File: config.mk
export PLATFORM = sky130hd
export DESIGN_NAME = regfile_mp_flat
export DESIGN_NICKNAME = d
export VERILOG_FILES = /design/src/rtl/regfile_pkg.sv /design/src/rtl/regfile_mp_if.sv /design/src/rtl/regfile_rd_port.sv /design/src/rtl/regfile_mp.sv /design/src/flat_wrapper.sv
export SDC_FILE = /design/constraint.sdc
export NUM_CORES = 2
export LEC_CHECK = 0
export ABC_AREA = 1
export CELL_PAD_IN_SITES_DETAIL_PLACEMENT = 1
export CELL_PAD_IN_SITES_GLOBAL_PLACEMENT = 2
export CORE_ASPECT_RATIO = 0.6
export CORE_MARGIN = 5
export CORE_UTILIZATION = 38
export DETAILED_ROUTE_END_ITERATION = 7
export PLACE_DENSITY_LB_ADDON = 0.08
export SLEW_MARGIN = 30
export SYNTH_ARGS = -nofsm -noshare
export SYNTH_HDL_FRONTEND = slang
export SYNTH_SLANG_ARGS = --single-unit
File: constraint.sdc
create_clock -name clk -period 5.6 [get_ports clk]
set_input_delay 1.12 -clock clk [delete_from_list [all_inputs] [get_ports clk]]
set_output_delay 1.12 -clock clk [all_outputs]
set_load 0.02 [all_outputs]
File: src/rtl/regfile_pkg.sv
// Shared register-file types and defaults, also used by decode and writeback.
// Holds the init-state encoding and the initial-value helper.
package regfile_pkg;

    localparam int XLEN_DEF  = 32;
    localparam int DEPTH_DEF = 32;
    localparam int NRD_DEF   = 2;

    typedef enum logic [0:0] {
        CLEAR = 1'b0,
        READY = 1'b1
    } rf_state_e;

    // Mode 0 clears every entry; mode 1 loads each entry with its own index.
    function automatic logic [31:0] init_val(input int unsigned k, input int mode);
        return (mode == 0) ? 32'd0 : 32'(k);
    endfunction

endpackage

File: src/rtl/regfile_mp_if.sv
// Register-file access bus: one write port plus NRD packed read ports and init status.
// master = decode/writeback side, slave = register file.
interface regfile_mp_if
    import regfile_pkg::*;
#(
    parameter int XLEN = XLEN_DEF,
    parameter int AW   = $clog2(DEPTH_DEF),
    parameter int NRD  = NRD_DEF
);
    logic                 reg_write;
    logic [AW-1:0]        write_reg;
    logic [XLEN-1:0]      write_data;
    logic [NRD*AW-1:0]    read_reg;
    logic [NRD*XLEN-1:0]  read_data;
    logic                 init_busy;

    modport master (
        output reg_write, write_reg, write_data, read_reg,
        input  read_data, init_busy
    );

    modport slave (
        input  reg_write, write_reg, write_data, read_reg,
        output read_data, init_busy
    );
endinterface

File: src/rtl/regfile_rd_port.sv
// One combinational read port: range check, zero-register and busy masking.
// With REGFILE_BYPASS_EN defined, an accepted same-cycle write is forwarded.
module regfile_rd_port #(
    parameter int XLEN     = 32,
    parameter int DEPTH    = 32,
    parameter int AW       = 5,
    parameter int ZERO_REG = 1
) (
    input  logic [AW-1:0]   rd_addr_i,
    input  logic [XLEN-1:0] mem_i [DEPTH],
    input  logic            busy_i,
    input  logic            wr_vld_i,
    input  logic [AW-1:0]   wr_addr_i,
    input  logic [XLEN-1:0] wr_dat_i,
    output logic [XLEN-1:0] rd_dat_o
);
    logic            in_range;
    logic            is_zero;
    logic [XLEN-1:0] rd_raw;

    assign in_range = (32'(rd_addr_i) < DEPTH);
    assign is_zero  = (ZERO_REG != 0) && (rd_addr_i == '0);

`ifndef REGFILE_BYPASS_EN
    logic unused_bypass;
    assign unused_bypass = ^{wr_vld_i, wr_addr_i, wr_dat_i};
`endif

    always_comb begin
        rd_raw = '0;
        if (in_range) begin
            rd_raw = mem_i[rd_addr_i];
        end
`ifdef REGFILE_BYPASS_EN
        // wr_vld_i already excludes CLEAR, out-of-range and zero-register writes.
        if (wr_vld_i && (wr_addr_i == rd_addr_i)) begin
            rd_raw = wr_dat_i;
        end
`endif
        rd_dat_o = (busy_i || !in_range || is_zero) ? '0 : rd_raw;
    end
endmodule

File: src/rtl/regfile_mp.sv
// Multi-read, single-write register file with a reset-driven init sweep.
// Optional write-to-read forwarding is enabled by defining REGFILE_BYPASS_EN.
module regfile_mp
    import regfile_pkg::*;
#(
    parameter int XLEN      = XLEN_DEF,
    parameter int DEPTH     = DEPTH_DEF,
    parameter int AW        = $clog2(DEPTH),
    parameter int NRD       = NRD_DEF,
    parameter int INIT_MODE = 1,
    parameter int ZERO_REG  = 1
) (
    input  logic         clk,
    input  logic         rst,
    regfile_mp_if.slave  bus
);
    localparam logic [0:0]    S_CLEAR  = 1'(CLEAR);
    localparam logic [0:0]    S_READY  = 1'(READY);
    localparam logic [AW-1:0] LAST_IDX = AW'(DEPTH - 1);

    logic [0:0]      state_q, state_d;
    logic [AW-1:0]   clr_idx_q, clr_idx_d;
    logic [XLEN-1:0] mem_q [DEPTH];

    logic clearing;
    logic wr_in_range;
    logic wr_accept;

    assign clearing    = (state_q == S_CLEAR);
    assign wr_in_range = (32'(bus.write_reg) < DEPTH);
    assign wr_accept   = !clearing && bus.reg_write && wr_in_range &&
                         !((ZERO_REG != 0) && (bus.write_reg == '0));

    always_comb begin
        state_d   = state_q;
        clr_idx_d = clr_idx_q;
        if (clearing) begin
            if (clr_idx_q == LAST_IDX) begin
                state_d   = S_READY;
                clr_idx_d = '0;
            end else begin
                clr_idx_d = clr_idx_q + AW'(1);
            end
        end
    end

    always_ff @(posedge clk) begin
        if (rst) begin
            state_q   <= S_CLEAR;
            clr_idx_q <= '0;
        end else begin
            state_q   <= state_d;
            clr_idx_q <= clr_idx_d;
        end
    end

    // The sweep owns the array while clearing; writeback only gets it in READY.
    always_ff @(posedge clk) begin
        if (!rst) begin
            if (clearing) begin
                mem_q[clr_idx_q] <= XLEN'(init_val(32'(clr_idx_q), INIT_MODE));
            end else if (wr_accept) begin
                mem_q[bus.write_reg] <= bus.write_data;
            end
        end
    end

    assign bus.init_busy = clearing;

    for (genvar i = 0; i < NRD; i++) begin : g_rd
        regfile_rd_port #(
            .XLEN     (XLEN),
            .DEPTH    (DEPTH),
            .AW       (AW),
            .ZERO_REG (ZERO_REG)
        ) u_rd (
            .rd_addr_i (bus.read_reg[i*AW +: AW]),
            .mem_i     (mem_q),
            .busy_i    (clearing),
            .wr_vld_i  (wr_accept),
            .wr_addr_i (bus.write_reg),
            .wr_dat_i  (bus.write_data),
            .rd_dat_o  (bus.read_data[i*XLEN +: XLEN])
        );
    end
endmodule

File: src/flat_wrapper.sv
// flat-port wrapper written by rule: the top's interface ports become plain ports
module regfile_mp_flat import regfile_pkg::*;
#(
    parameter int XLEN      = XLEN_DEF,
    parameter int DEPTH     = DEPTH_DEF,
    parameter int AW        = $clog2(DEPTH),
    parameter int NRD       = NRD_DEF,
    parameter int INIT_MODE = 1,
    parameter int ZERO_REG  = 1
)
  (clk, rst, bus_reg_write, bus_write_reg, bus_write_data, bus_read_reg, bus_read_data, bus_init_busy);
  regfile_mp_if #(.XLEN(XLEN), .AW(AW), .NRD(NRD)) bus_i ();
  input  logic clk;
  input  logic rst;
  input wire logic [$bits(bus_i.reg_write)-1:0] bus_reg_write;
  input wire logic [$bits(bus_i.write_reg)-1:0] bus_write_reg;
  input wire logic [$bits(bus_i.write_data)-1:0] bus_write_data;
  input wire logic [$bits(bus_i.read_reg)-1:0] bus_read_reg;
  output wire logic [$bits(bus_i.read_data)-1:0] bus_read_data;
  output wire logic [$bits(bus_i.init_busy)-1:0] bus_init_busy;
  assign bus_i.reg_write = bus_reg_write;
  assign bus_i.write_reg = bus_write_reg;
  assign bus_i.write_data = bus_write_data;
  assign bus_i.read_reg = bus_read_reg;
  assign bus_read_data = bus_i.read_data;
  assign bus_init_busy = bus_i.init_busy;
  regfile_mp #(.XLEN(XLEN), .DEPTH(DEPTH), .AW(AW), .NRD(NRD), .INIT_MODE(INIT_MODE), .ZERO_REG(ZERO_REG)) u_core (.clk(clk), .rst(rst), .bus(bus_i));
endmodule
==> metrics.md <==
| Metric | Value |
|---|---|
| Status | `completed` |
| DP Area | `61000 sq um` |
| Final net count | `7220` |
| Maximum VDD drop | `0.000248 V` |
| CP Cell Sequence | `buf_8 -> inv_8 -> nand4_1 -> nand2_2 -> buf_4 -> a21oi_1 -> clkdlybuf4s50_1` |
| Reg2Reg Launch Point | `u_core.state_q` |
| Unrepaired setup endpoints after global routing | `false` |
| CTS resizes | `0` |
| Setup slack after placement | `555 ps` |
| Crit path max fanout | `35` |
| Post-CTS Setup Repair Bufs | `0` |
| CTS tree | `built` |
| Startpoint Class | `input pin` |
| Post-synth cell types | `28` |
| Crit path DAT | `3970 ps` |
| Tmin final | `5090 ps` |
| Hold depth | `2` |
| Hold endpoint | `u_core.clr_idx_q[1]` |
| Total grt overflow | `0` |
| Largest net degree at the start of global routing | `138` |
| Setup TNS | `0 ps` |
| # rows | `110` |
| Crit share post-route | `91.0%` |
| Worst rel slew slack | `29.0%` |
| Worst slew pin tran | `1070 ps` |
| Hold Crit Class | `register to register` |
| Layout area overhead | `12.1%` |
| Vias/cell | `6.13` |
| Final Setup Violations | `0` |
| Wire per inst | `32.6 um` |
| H-tree levels | `3` |
| Synth Flop Type | `edfxtp_1` |
| Mapped Cells | `7334` |
| Crit path capture type | `output port` |
| Synthesized cell area | `57600 sq um` |
| Synthesized area per cell | `7.86 sq um` |
| CP required | `4480 ps` |
| Starting Density | `38.4%` |
| Synth warn | `0` |
| Top-area cell type share of the netlist area | `53.3%` |
| Port Buffers | `114` |
| Root buf cell | `clkbuf_16` |
| CORE AREA | `150000 sq um` |
| Routability cong. | `0.875` |
| Commonest non-fill, non-tap cells in the layout | `nand2_1, nand3_1, nor2_1` |
| GRT Util Overall | `36.7%` |
| Max Slew Vio Count | `0` |
| Slowest cell on crit path | `clkdlybuf4s50_1` |
| Total power | `17.9 mW` |
| PwrDens | `277 nW/um^2` |
| Post-synthesis sequential area ratio | `53.6%` |
| WL final | `303 mm` |
| Clk slew on worst S/H paths | `60 ps` |
| Most common cell after layout, fill and taps aside | `nand2_1` |
| Met2 wire len | `126 mm` |
| Cell count after placement | `9069` |
| Ys async rst share | `0%` |
| Global-route wire length before repair | `421 mm` |
| Max Fclk | `0.196 GHz` |
| Vias in the first global route | `54500` |
| Residual DRC | `0` |
| EDFF count, synth | `1024` |
| Top sig layer | `met5` |
| Flops & latches, synth | `1030` |
| Final instance area | `64600 sq um` |
| Io pins | `115` |
| Synthesized net count | `7389` |
| CP max stage delay | `700 ps` |
| Worst skew pair latency | `770 ps` |
| Non-filler cells, final | `9286` |
| Number of clock sinks | `1030` |
| Initial antenna violation count | `13` |
| Cell taking the most area after synthesis | `edfxtp_1` |
| Reg2Reg Depth | `6` |
| Total CTS buffers | `110` |
| # fillers | `18100` |
| Max-cap violations | `0` |
| Final hold viol count | `0` |
| Share of layout cells above drive strength 1 | `6.84%` |
| P_leak | `24.4 nW` |
| Hold wc startpoint | `u_core.clr_idx_q[1]` |
| Antenna viol nets, final | `0` |
| Hold_buf cts | `0` |
| Post-DP HPWL | `174 mm` |
| Bufs on Longest Clock Path | `3` |
| Via count | `56900` |
| Post-route setup slack | `507 ps` |
| Crit Path Class | `input pin to output port` |
| Reg-to-reg endpoint | `u_core.mem_q[465]` |
| Synth top area cells | `edfxtp_1, nand2_1, nand3_1` |
| M1 WL | `129 mm` |
| Die area | `160000 sq um` |
| Reg2reg setup slack | `1900 ps` |
| Height of the die | `312 um` |
| Post-Route Skew | `28.9 ps` |
| Pre-Repair DR Iteration Count | `6` |
| Metal3 WL | `35.8 mm` |
| Width of the die | `513 um` |
| 1st-iter DRT viols | `8174` |
==> cells by family after synthesis <==
group                      synth area share [%]
and+or+nand+nor                            35.4
adders and majority gates                 0.109
buffers and inverters                      6.45
DFF                                        53.6
AOI/OAI and AO/OA                          4.53
==> state kept, by name, indices dropped and copies added, names as in the netlist <==
| signal | count |
|---|---|
| u_core.mem_q | 1024 |
| u_core.state_q | 1 |
| u_core.clr_idx_q | 5 |
==> synthesized netlist by cell type (all sizes together) (4+ instances only) <==
cell and instances:
nand4 5, buf 390, nor2 1103, a31oi 4, o22ai 58, clkbuf 229
nand3 1097, ha 5, dfxtp 6, o21ai 95, a21oi 336, o21a 4
edfxtp 1024, inv 126, nor3 11, nand2 2833
==> how the worst max path moves through the flow <==
stage,from,end,slack [ps],depth (start not counted)
after floorplan,bus_write_reg[3],u_core.mem_q[960],900,6
after global placement,bus_read_reg[5],bus_read_data[32],540,9
after detailed placement,bus_read_reg[5],bus_read_data[32],550,9
after CTS,bus_read_reg[5],bus_read_data[32],550,9
after global routing,bus_read_reg[5],bus_read_data[32],490,9
final,bus_read_reg[0],bus_read_data[31],510,7
==> area by class of cell <==
class	count	area [sq um]	area share, %
antenna	7	17.5	0.0271
clock buffer	137	2940	4.55
clock inverter	73	656	1.01
inverter	127	520	0.805
multi-input combinational	5558	23500	36.3
sequential	1030	30900	47.8
tap	2016	2520	3.90
timing repair buffer	338	3640	5.63
==> through the flow <==
stage	hold WS, ps	utilization [%]
6_report	526	43.0
3_3_place_gp	496	40.5
4_1_cts	524	43.0
5_1_grt	561	43.0
3_5_place_dp	515	40.6
2_1_floorplan	471	-
==> report_power, final <==
part           switching, mW  internal, mW  leakage [nW]
logic                   1.38         0.411          11.9
clock network           3.43          4.26          1.75
registers             0.0205          8.40          10.7
==> layer usage <==
layer / up-vias / GRT usage, %
li1: 23900 / -
met1: 28800 / 54.1
met2: 3692 / 53.4
met3: 590 / 8.23
met4: 6 / 11.8
met5: - / 0
==> critical path, delay by kind of cell <==
family	cells	cell delay, ps
AND/OR/NAND/NOR	2	590
AO/OA/AOI/OAI	1	430
buffers and inverters	4	1750
Note: power is estimated with default switching activity, not from simulation.
